$ cat src/rtl/pcie_tx_pkg.sv
// Purpose : shared owner/state encodings, sync headers and SKP symbols for the TX block scheduler.
// Latency : n/a (types, constants and pure helper functions only).
// Backpr. : n/a.
package pcie_tx_pkg;

  typedef enum logic [1:0] {
    OWN_IDLE = 2'd0,
    OWN_SKP  = 2'd1,
    OWN_OS   = 2'd2,
    OWN_DATA = 2'd3
  } owner_e;

  typedef enum logic [2:0] {
    ST_DISABLED = 3'd0,
    ST_IDLE     = 3'd1,
    ST_SKP      = 3'd2,
    ST_OS       = 3'd3,
    ST_DATA     = 3'd4
  } sched_state_e;

  localparam logic [1:0] SYNC_OS   = 2'b01;
  localparam logic [1:0] SYNC_DATA = 2'b10;

  localparam logic [7:0] SKP_AA  = 8'hAA;
  localparam logic [7:0] SKP_E1  = 8'hE1;
  localparam logic [7:0] SKP_COM = 8'hBC;
  localparam logic [7:0] SKP_1C  = 8'h1C;

  function automatic logic gen_valid(input logic [2:0] g);
    return (g >= 3'd1) && (g <= 3'd5);
  endfunction

  // Beats per block: 4 bytes/block at gen1/2, 16 bytes/block at gen3+.
  function automatic logic [3:0] beats_per_block(input logic [2:0] g);
    return (g == 3'd3) ? 4'd8 : 4'd4;
  endfunction

  // Lanes of the 32-bit beat that carry real bytes at this rate.
  function automatic logic [31:0] byte_mask(input logic [2:0] g);
    if (g >= 3'd4)      return 32'hFFFF_FFFF;
    else if (g == 3'd3) return 32'h0000_FFFF;
    else                return 32'h0000_00FF;
  endfunction

endpackage

$ cat src/rtl/skp_block_gen.sv
// Purpose : SKP ordered-set symbols for the current beat of an SKP block.
// Latency : combinational.
// Backpr. : none; caller decides when the beat is used.
// Ports   : generation/beat_cnt in -> skp_data (32b, byte 0 in [7:0]) / skp_datak out.
module skp_block_gen
  import pcie_tx_pkg::*;
(
  input  logic [2:0]  generation,
  input  logic [3:0]  beat_cnt,
  output logic [31:0] skp_data,
  output logic [3:0]  skp_datak
);

  // 128b/130b SKP: 12 x AA, then SKP_END (E1), then three zero bytes.
  function automatic logic [7:0] skp_byte(input logic [5:0] idx);
    if (idx < 6'd12)       return SKP_AA;
    else if (idx == 6'd12) return SKP_E1;
    else                   return 8'h00;
  endfunction

  always_comb begin
    skp_data  = '0;
    skp_datak = '0;
    if (generation <= 3'd2) begin
      skp_data[7:0] = (beat_cnt == 4'd0) ? SKP_COM : SKP_1C;
      skp_datak[0]  = 1'b1;
    end else if (generation == 3'd3) begin
      skp_data[7:0]  = skp_byte({1'b0, beat_cnt, 1'b0});
      skp_data[15:8] = skp_byte({1'b0, beat_cnt, 1'b1});
    end else begin
      for (int i = 0; i < 4; i++) begin
        skp_data[8*i +: 8] = skp_byte({beat_cnt, 2'b00} + 6'(i));
      end
    end
  end

endmodule

$ cat src/rtl/tx_block_scheduler.sv
// Purpose : per-block arbiter SKP > ordered-set > link-data > idle feeding the scrambler.
// Latency : one cycle from accepted beat to registered sched_* outputs.
// Backpr. : ready is high only for the block owner; owner dropping valid mid-block emits a zero beat.
// Ports   : pclk/reset_n; generation, skp_interval; os_* and ld_* requesters (valid/ready);
//           sched_data/datak/sync_header/data_valid to scrambler; cur_owner, err_underflow status.
module tx_block_scheduler
  import pcie_tx_pkg::*;
(
  input  logic        pclk,
  input  logic        reset_n,
  input  logic [2:0]  generation,
  input  logic [10:0] skp_interval,
  input  logic        os_valid,
  input  logic [31:0] os_data,
  input  logic [3:0]  os_datak,
  output logic        os_ready,
  input  logic        ld_valid,
  input  logic [31:0] ld_data,
  output logic        ld_ready,
  output logic [31:0] sched_data,
  output logic [3:0]  sched_datak,
  output logic [1:0]  sched_sync_header,
  output logic        sched_data_valid,
  output logic [1:0]  cur_owner,
  output logic        err_underflow
);

  sched_state_e state_q, state_d, beat_st;
  logic [2:0]   gen_q, gen_d, gen_eff;
  logic [3:0]   beat_cnt_q, beat_cnt_d;
  logic [10:0]  blk_cnt_q, blk_cnt_d;
  logic         skp_pending_q, skp_pending_d;
  logic [31:0]  data_q, data_d;
  logic [3:0]   datak_q, datak_d;
  logic [1:0]   sync_q, sync_d;
  logic         vld_q, vld_d;
  logic [1:0]   owner_q, owner_d;
  logic         uflow_q, uflow_d;
  logic         boundary, block_end;
  logic [31:0]  mask;
  logic [31:0]  skp_data;
  logic [3:0]   skp_datak;

  // At a boundary the live generation input applies to this beat; mid-block the latched one does.
  assign boundary = (beat_cnt_q == 4'd0);
  assign gen_eff  = boundary ? generation : gen_q;

  skp_block_gen u_skp_block_gen (
    .generation (gen_eff),
    .beat_cnt   (beat_cnt_q),
    .skp_data   (skp_data),
    .skp_datak  (skp_datak)
  );

  always_ff @(posedge pclk or negedge reset_n) begin
    if (!reset_n) begin
      state_q       <= ST_DISABLED;
      gen_q         <= '0;
      beat_cnt_q    <= '0;
      blk_cnt_q     <= '0;
      skp_pending_q <= 1'b0;
      data_q        <= '0;
      datak_q       <= '0;
      sync_q        <= '0;
      vld_q         <= 1'b0;
      owner_q       <= '0;
      uflow_q       <= 1'b0;
    end else begin
      state_q       <= state_d;
      gen_q         <= gen_d;
      beat_cnt_q    <= beat_cnt_d;
      blk_cnt_q     <= blk_cnt_d;
      skp_pending_q <= skp_pending_d;
      data_q        <= data_d;
      datak_q       <= datak_d;
      sync_q        <= sync_d;
      vld_q         <= vld_d;
      owner_q       <= owner_d;
      uflow_q       <= uflow_d;
    end
  end

  always_comb begin
    beat_st       = state_q;
    state_d       = state_q;
    gen_d         = gen_q;
    beat_cnt_d    = beat_cnt_q;
    blk_cnt_d     = blk_cnt_q;
    skp_pending_d = skp_pending_q;
    data_d        = '0;
    datak_d       = '0;
    sync_d        = 2'b00;
    vld_d         = 1'b0;
    owner_d       = OWN_IDLE;
    uflow_d       = 1'b0;
    os_ready      = 1'b0;
    ld_ready      = 1'b0;
    block_end     = 1'b0;
    mask          = byte_mask(gen_eff);

    // Arbitration happens only in the beat-0 cycle; the winner holds the whole block.
    if (boundary) begin
      gen_d = generation;
      if (!gen_valid(generation)) beat_st = ST_DISABLED;
      else if (skp_pending_q)     beat_st = ST_SKP;
      else if (os_valid)          beat_st = ST_OS;
      else if (ld_valid)          beat_st = ST_DATA;
      else                        beat_st = ST_IDLE;
    end
    state_d = beat_st;

    case (beat_st)
      ST_SKP: begin
        owner_d = OWN_SKP;
        data_d  = skp_data;
        datak_d = skp_datak;
      end
      ST_OS: begin
        owner_d  = OWN_OS;
        os_ready = reset_n;
        if (os_valid) begin
          data_d  = os_data & mask;
          datak_d = (gen_eff <= 3'd2) ? (os_datak & 4'b0001) : 4'b0000;
        end else begin
          uflow_d = 1'b1;
        end
      end
      ST_DATA: begin
        owner_d  = OWN_DATA;
        ld_ready = reset_n;
        if (ld_valid) data_d = ld_data & mask;
        else          uflow_d = 1'b1;
      end
      default: owner_d = OWN_IDLE;
    endcase

    if (beat_st != ST_DISABLED) begin
      vld_d = 1'b1;
      if (boundary && (gen_eff >= 3'd3)) begin
        sync_d = ((beat_st == ST_SKP) || (beat_st == ST_OS)) ? SYNC_OS : SYNC_DATA;
      end
      block_end  = (beat_cnt_q == (beats_per_block(gen_eff) - 4'd1));
      beat_cnt_d = block_end ? 4'd0 : beat_cnt_q + 4'd1;
      // SKP blocks restart the interval and are not themselves counted.
      if (boundary && (beat_st == ST_SKP)) begin
        blk_cnt_d     = '0;
        skp_pending_d = 1'b0;
      end else if (block_end && (beat_st != ST_SKP)) begin
        blk_cnt_d = blk_cnt_q + 11'd1;
        if ((skp_interval != 11'd0) && (blk_cnt_d == skp_interval)) skp_pending_d = 1'b1;
      end
    end
  end

  assign sched_data        = data_q;
  assign sched_datak       = datak_q;
  assign sched_sync_header = sync_q;
  assign sched_data_valid  = vld_q;
  assign cur_owner         = owner_q;
  assign err_underflow     = uflow_q;

endmodule

$ cat config.mk
export PLATFORM = sky130hd
export DESIGN_NAME = tx_block_scheduler
export DESIGN_NICKNAME = d
export VERILOG_FILES = /design/src/rtl/pcie_tx_pkg.sv /design/src/rtl/skp_block_gen.sv /design/src/rtl/tx_block_scheduler.sv
export SDC_FILE = /design/constraint.sdc
export NUM_CORES = 1
export LEC_CHECK = 0
export CORE_AREA = 2 2 118 120
export CTS_BUF_LIST = sky130_fd_sc_hd__clkbuf_8
export CTS_CLUSTER_SIZE = 20
export DETAILED_ROUTE_END_ITERATION = 10
export DIE_AREA = 0 0 120 122
export HOLD_SLACK_MARGIN = 0.15
export RECOVER_POWER = 50
export SYNTH_ARGS = -nofsm -noshare
export SYNTH_HDL_FRONTEND = slang
export SYNTH_SLANG_ARGS = --single-unit
export TNS_END_PERCENT = 30
$ cat constraint.sdc
create_clock -name pclk -period 2.45 [get_ports pclk]
set_clock_uncertainty 0.1 [all_clocks]
set_input_delay 0.49 -clock pclk [delete_from_list [all_inputs] [get_ports pclk]]
set_output_delay 0.49 -clock pclk [all_outputs]
set_load 0.02 [all_outputs]
; Word level (Yosys, flattened, before mapping)
; Index checks and enable logic that the tools add are counted.
[word_totals]
reg_bits = 64
input_bits = 86
output_inout_bits = 44
elab_cells = 103
[op_classes]
addsub = 6
magnitude_cmp = 11
n_eq_ne = 12
muxes = 48
bitwise_logic = 2
n_reduce_logical = 13
[op_table]
columns = operator, n
row1 = $mux W8, 13
row2 = $mux W32, 3
row3 = $pmux W32 S3, 1
row4 = $and A32 B32 Y32, 2
row5 = $mux W16, 3
row6 = $lt A6 B4 Y1 const B, 4
row7 = $mux W24, 1
row8 = $mux W11, 2
row9 = $eq A6 B4 Y1 const B, 3
row10 = $mux W3, 6
row11 = $add A6 B2 Y6 const B, 2
row12 = $add A11 B1 Y11 const B, 1
row13 = $eq A11 B11 Y1, 1
row14 = $mux W1, 11
row15 = $reduce_bool A11 Y1, 1
row16 = $lt A5 B4 Y1 const B, 2
row17 = $eq A3 B2 Y1 const B, 3
row18 = $mux W4, 2
row19 = $add A6 B1 Y6 const B, 1
row20 = $mux W2, 3
row21 = $pmux W2 S3, 1
row22 = $logic_and A1 B1 Y1, 5
row23 = $add A4 B1 Y4 const B, 1
row24 = $eq A4 B2 Y1 const B, 1
row25 = other kinds (17), 19

; Depth between registers and ports, before layout
[logic_depth]
depth_word = 10
mapped_depth = 9
ltp_nobuf = 8

; Modules after synthesis
; Synthesis repeated with hierarchy kept, for this count alone.
[unflattened]
cells_unflattened = 398
hier_area_um2 = 3702.3
[modules_own_cells]
columns = module, instances, cells_each, area_each_um2, seq_area_each_um2
row1 = tx_block_scheduler, 1, 349, 3353.2, 1601.5
row2 = skp_block_gen, 1, 49, 349.1, 0.0

; Least setup slack after synthesis
; Ideal clock, no wire load.
[synth_timing]
path_type = reg2reg
from = reg beat_cnt_q[0]
to = reg data_q[17], in the netlist sched_data[17]
setup_time_ps = 132
arrival_ps = 2299
required_ps = 2218
setup_slack_ps = -81
path_stages_with_launch = 10
n_path_buf = 2
period_less_slack_ps = 2531
path_cell_list = dfrtp_1 -> inv_1 -> ha_1 -> or3b_2 -> buf_2 -> nand3b_1 -> o21ai_0 -> o21ai_1 -> clkbuf_1 -> o21bai_1
[synth_via]
elab_chain_cells = 7
word_cells_on_any_way = 20
classes_between = add/sub: 1 / order compare: 3 / eq/ne: 4 / mux: 9 / bitwise: 2 / reduce/logical: 1
[synth_rtl]
columns = element, line
row1 = start: declaration, tx_block_scheduler.sv:30  ; logic [3:0] beat_cnt_q, beat_cnt_d;
row2 = start signal: assignment, tx_block_scheduler.sv:71  ; beat_cnt_q <= beat_cnt_d;
row3 = branches (longest 6 deep; another with $add A6 B2 Y6), -
row4 = $pmux W32 S3 (*), tx_block_scheduler.sv:112  ; case (beat_st)
row5 = net data_d[17], tx_block_scheduler.sv:33  ; logic [31:0] data_q, data_d;
row6 = end signal: assignment, tx_block_scheduler.sv:74  ; data_q <= data_d;
row7 = end: declaration, tx_block_scheduler.sv:33
; Mark *: on every way through the listed nets, which the timed path passes.
; A chain may end at the register's enable or synchronous reset.

; Final worst setup path
[layout_timing]
from = in generation[2]
to = out os_ready
[layout_via]
elab_chain_cells = 6
word_cells_on_any_way = 7
classes_between = order compare: 2 / eq/ne: 1 / mux: 3 / reduce/logical: 1
[layout_rtl]
columns = element, line
row1 = start: declaration, tx_block_scheduler.sv:11  ; input logic [2:0] generation,
row2 = $ge A3 B1 Y1 / $le A3 B3 Y1 (equally long branches), pcie_tx_pkg.sv:30  ; return (g >= 3'd1) && (g <= 3'd5);
row3 = $logic_and A1 B1 Y1 (*), pcie_tx_pkg.sv:30
row4 = $mux W3 (*), tx_block_scheduler.sv:104  ; if (!gen_valid(generation)) beat_st = ST_DISABLED;
row5 = $mux W3 (*), tx_block_scheduler.sv:102  ; if (boundary) begin
row6 = $eq A3 B2 Y1 (*), tx_block_scheduler.sv:112
row7 = $mux W1 (*), tx_block_scheduler.sv:112
row8 = end: declaration, tx_block_scheduler.sv:16  ; output logic os_ready,
; Mark *: on every way between the ends. The rest lies on a longest branch, timed or not.

==> flow_summary.yaml <==
drt:
  ant_nets: 0
  viasPerCell: 4.709
  drtIter0Drc: 123
  drcViolationCount: 0
  num_vias: 3306
  wirelength_um: 10610
  drtPass1Iterations: 4
  wl_per_cell_um: 15.12
die:
  ios: 130
  initial_core_util_pct: 24.41
  die_h_um: 122
  row_count: 43
  placeableCoreArea_sq_um: 13500
  die_area_sq_um: 14640
  die_w_um: 120
clocking:
  hold_buffers: 0
  root_buffer: "clkbuf_8"
  cts_buffers: 9
  clock_sinks: 61
  clockBufferDepth: 2
  cts_tree: "done"
  clock_latency_ps: 360
  path_clk_slew_ps: 70
  cts_max_level: 3
sta:
  hold_viol: 0
  min_period_over_period_pct: 104.9
  grt_setup_unrepaired: "true"
  fmax_mhz: 389.3
  fin_ws_ps: -118.9
  finalSetupViolCount: 3
  whs_ps: 138.2
  drv_slew: 0
  finalCriticalPeriod_ps: 2569
cells_and_area:
  final_util_pct: 40.99
  final_common_cell: "clkdlybuf4s50_1"
  insertedDiodeCount: 0
  area_growth_pct: 67.89
  drive_gt1_share_pct: 21.46
  finalNetCount: 607
  most-common-layout-cells: "clkdlybuf4s50_1 (114), dfrtp_1 (60), buf_4 (55)"
  stdcell_area_sq_um: 5535
synth:
  synth-main-ff-cell: "dfrtp_1"
  yosys_warnings: 0
  syn_inst: 342
  ys_types: 55
  synth-compound-area-share_pct: 20.65
  synth_async_sr_flop_share_pct: 100.0
  synth-adder-area-share_pct: 1.518
  muxShareOfSynthArea_pct: 1.252
  post_synth.cell_area_avg_sq_um: 9.640
  synth.yosys.seq_area_share_pct: 46.30
  syn_area_sq_um: 3297
  synth-edff-count: 0
  synth-simple-area-share_pct: 19.85
  synth-seq-cells: 61
  synth-xor-area-share_pct: 6.376
  synth_top_family_by_area: "compound AO/OA/AOI/OAI gates"
global_route:
  grt_usage_pct: 14.43
  grt_max_degree: 34
  antenna_found_initial: 0
  grt_pass1_wl_um: 16480
  overflow: 0
  grt_pass1_vias: 3309
setup_path:
  cp_cell_sequence: "clkdlybuf4s50_1 -> or3_1 -> nand3_2 -> o21ai_1 -> and3_1 -> buf_6"
  cp_data_arrival_time_ps: 1980
  cp-end-kind: "output pin"
  critPathLaunchType: "input pin"
  required_ps: 1860
  critPathMaxFanout: 5
  critPathSlowestCell: "or3_1"
  critical_path_class: "input pin to output pin"
  crit_path_max_incr_delay_ps: 460
place:
  place_congestion: 0.8871
  dp_hpwl_um: 8175
  pre_cts_ws_ps: -553.3
  place_area_sq_um: 5151
  io_buffer_count: 123
power_and_ir_drop:
  ir_drop_mv: 0.3143
  leakage_nw: 2.264
  cellPowerDensity_nw_per_um2: 923.9
min_path:
  min_path_type: "input pin to asynchronous set/reset pin"
run_status:
  status: "finished with violations"
  violations: "setup timing"
job:
  max-cap-violations: 0
through the flow:
step	instances	power, mW	TNS [ps]
2_1_floorplan	344	2.740	-45.17
3_3_place_gp	681	3.973	-5605
3_5_place_dp	681	4.008	-6545
4_1_cts	701	5.033	-281.6
5_1_grt	702	5.467	-778.2
6_report	702	5.114	-269.8
routing by layer:
metal | wire [um] | share of wire, % | global-route usage (%)
met1 | 4742 | 45 | 17.84
met2 | 5023 | 47 | 23.58
met3 | 614 | 5.8 | 3.839
met4 | 233 | 2.2 | 6.544
met5 | 0 | 0 | 0
path summary, 6_finish.rpt:
| kind | slack [ps] | depth (start not counted) | from | end |
|---|---|---|---|---|
| worst max-delay path | -120 | 6 | generation[2] | os_ready |
| worst max register to register | -70 | 8 | beat_cnt_q[1] | skp_pending_q |
| min in group pclk | 470 | 1 | blk_cnt_q[1] | blk_cnt_q[1] |
| max in group asynchronous | 1720 | 2 | reset_n | sched_data[31] |
| worst min-delay path | 140 | 2 | reset_n | blk_cnt_q[1] |
| worst min register to register | 470 | 1 | blk_cnt_q[1] | blk_cnt_q[1] |
Yosys cell counts, types with 6 or more instances:
master / n / area [sq um]
dfrtp_1: 61 / 1526
o21bai_1: 11 / 82.58
nor3_1: 7 / 35.03
o21ai_0: 13 / 65.06
nand2_1: 27 / 101.4
nand3_1: 6 / 30.03
clkbuf_1: 15 / 56.30
xor2_1: 7 / 61.31
a221o_1: 6 / 60.06
a22oi_1: 26 / 195.2
a21oi_1: 11 / 55.05
xnor2_1: 17 / 148.9
nor4_1: 10 / 62.56
nor2_1: 34 / 127.6
where the power goes:
part	total [mW]	internal (mW)	switching (mW)
combinational	2.81	1.34	1.47
sequential	1.42	1.23	0.187
clock	0.884	0.463	0.421
final cells by class:
class / instances / area (sq um)
sequential: 61 / 1528
clock inverter: 7 / 67.56
timing repair buffer: 184 / 1737
tap: 180 / 225.2
fill: 1298 / 7969
multi-input combinational: 255 / 1832
inverter: 6 / 22.52
clock buffer: 9 / 123.9
logic make-up after synthesis:
group,after synthesis
adders and majority gates,4
buffers and inverters,28
DFF,61
xor gates and xnor gates,24
muxes,4
other,1
AOI/OAI and AO/OA,96
and+or+nand+nor,124
flip-flops by register name, summed over array words and instances (netlist names), 2 cells and up:
signal / cells
sched_data: 32
gen_q: 3
cur_owner: 2
beat_cnt_q: 4
sched_sync_header: 2
state_q: 3
blk_cnt_q: 11
worst max-delay path, delay by kind of cell:
kind	cells	cell delay (ps)
simple gates	3	820
buf+inv	2	560
compound gates	1	110
timing repair:
item / in CTS / in global routing
gates resized for setup: 28 / 17
buffers inserted: 4 / 1
pin swaps: 2 / 3
setup endpoints to repair: 28 / 34
(Power assumes the default switching activity.)
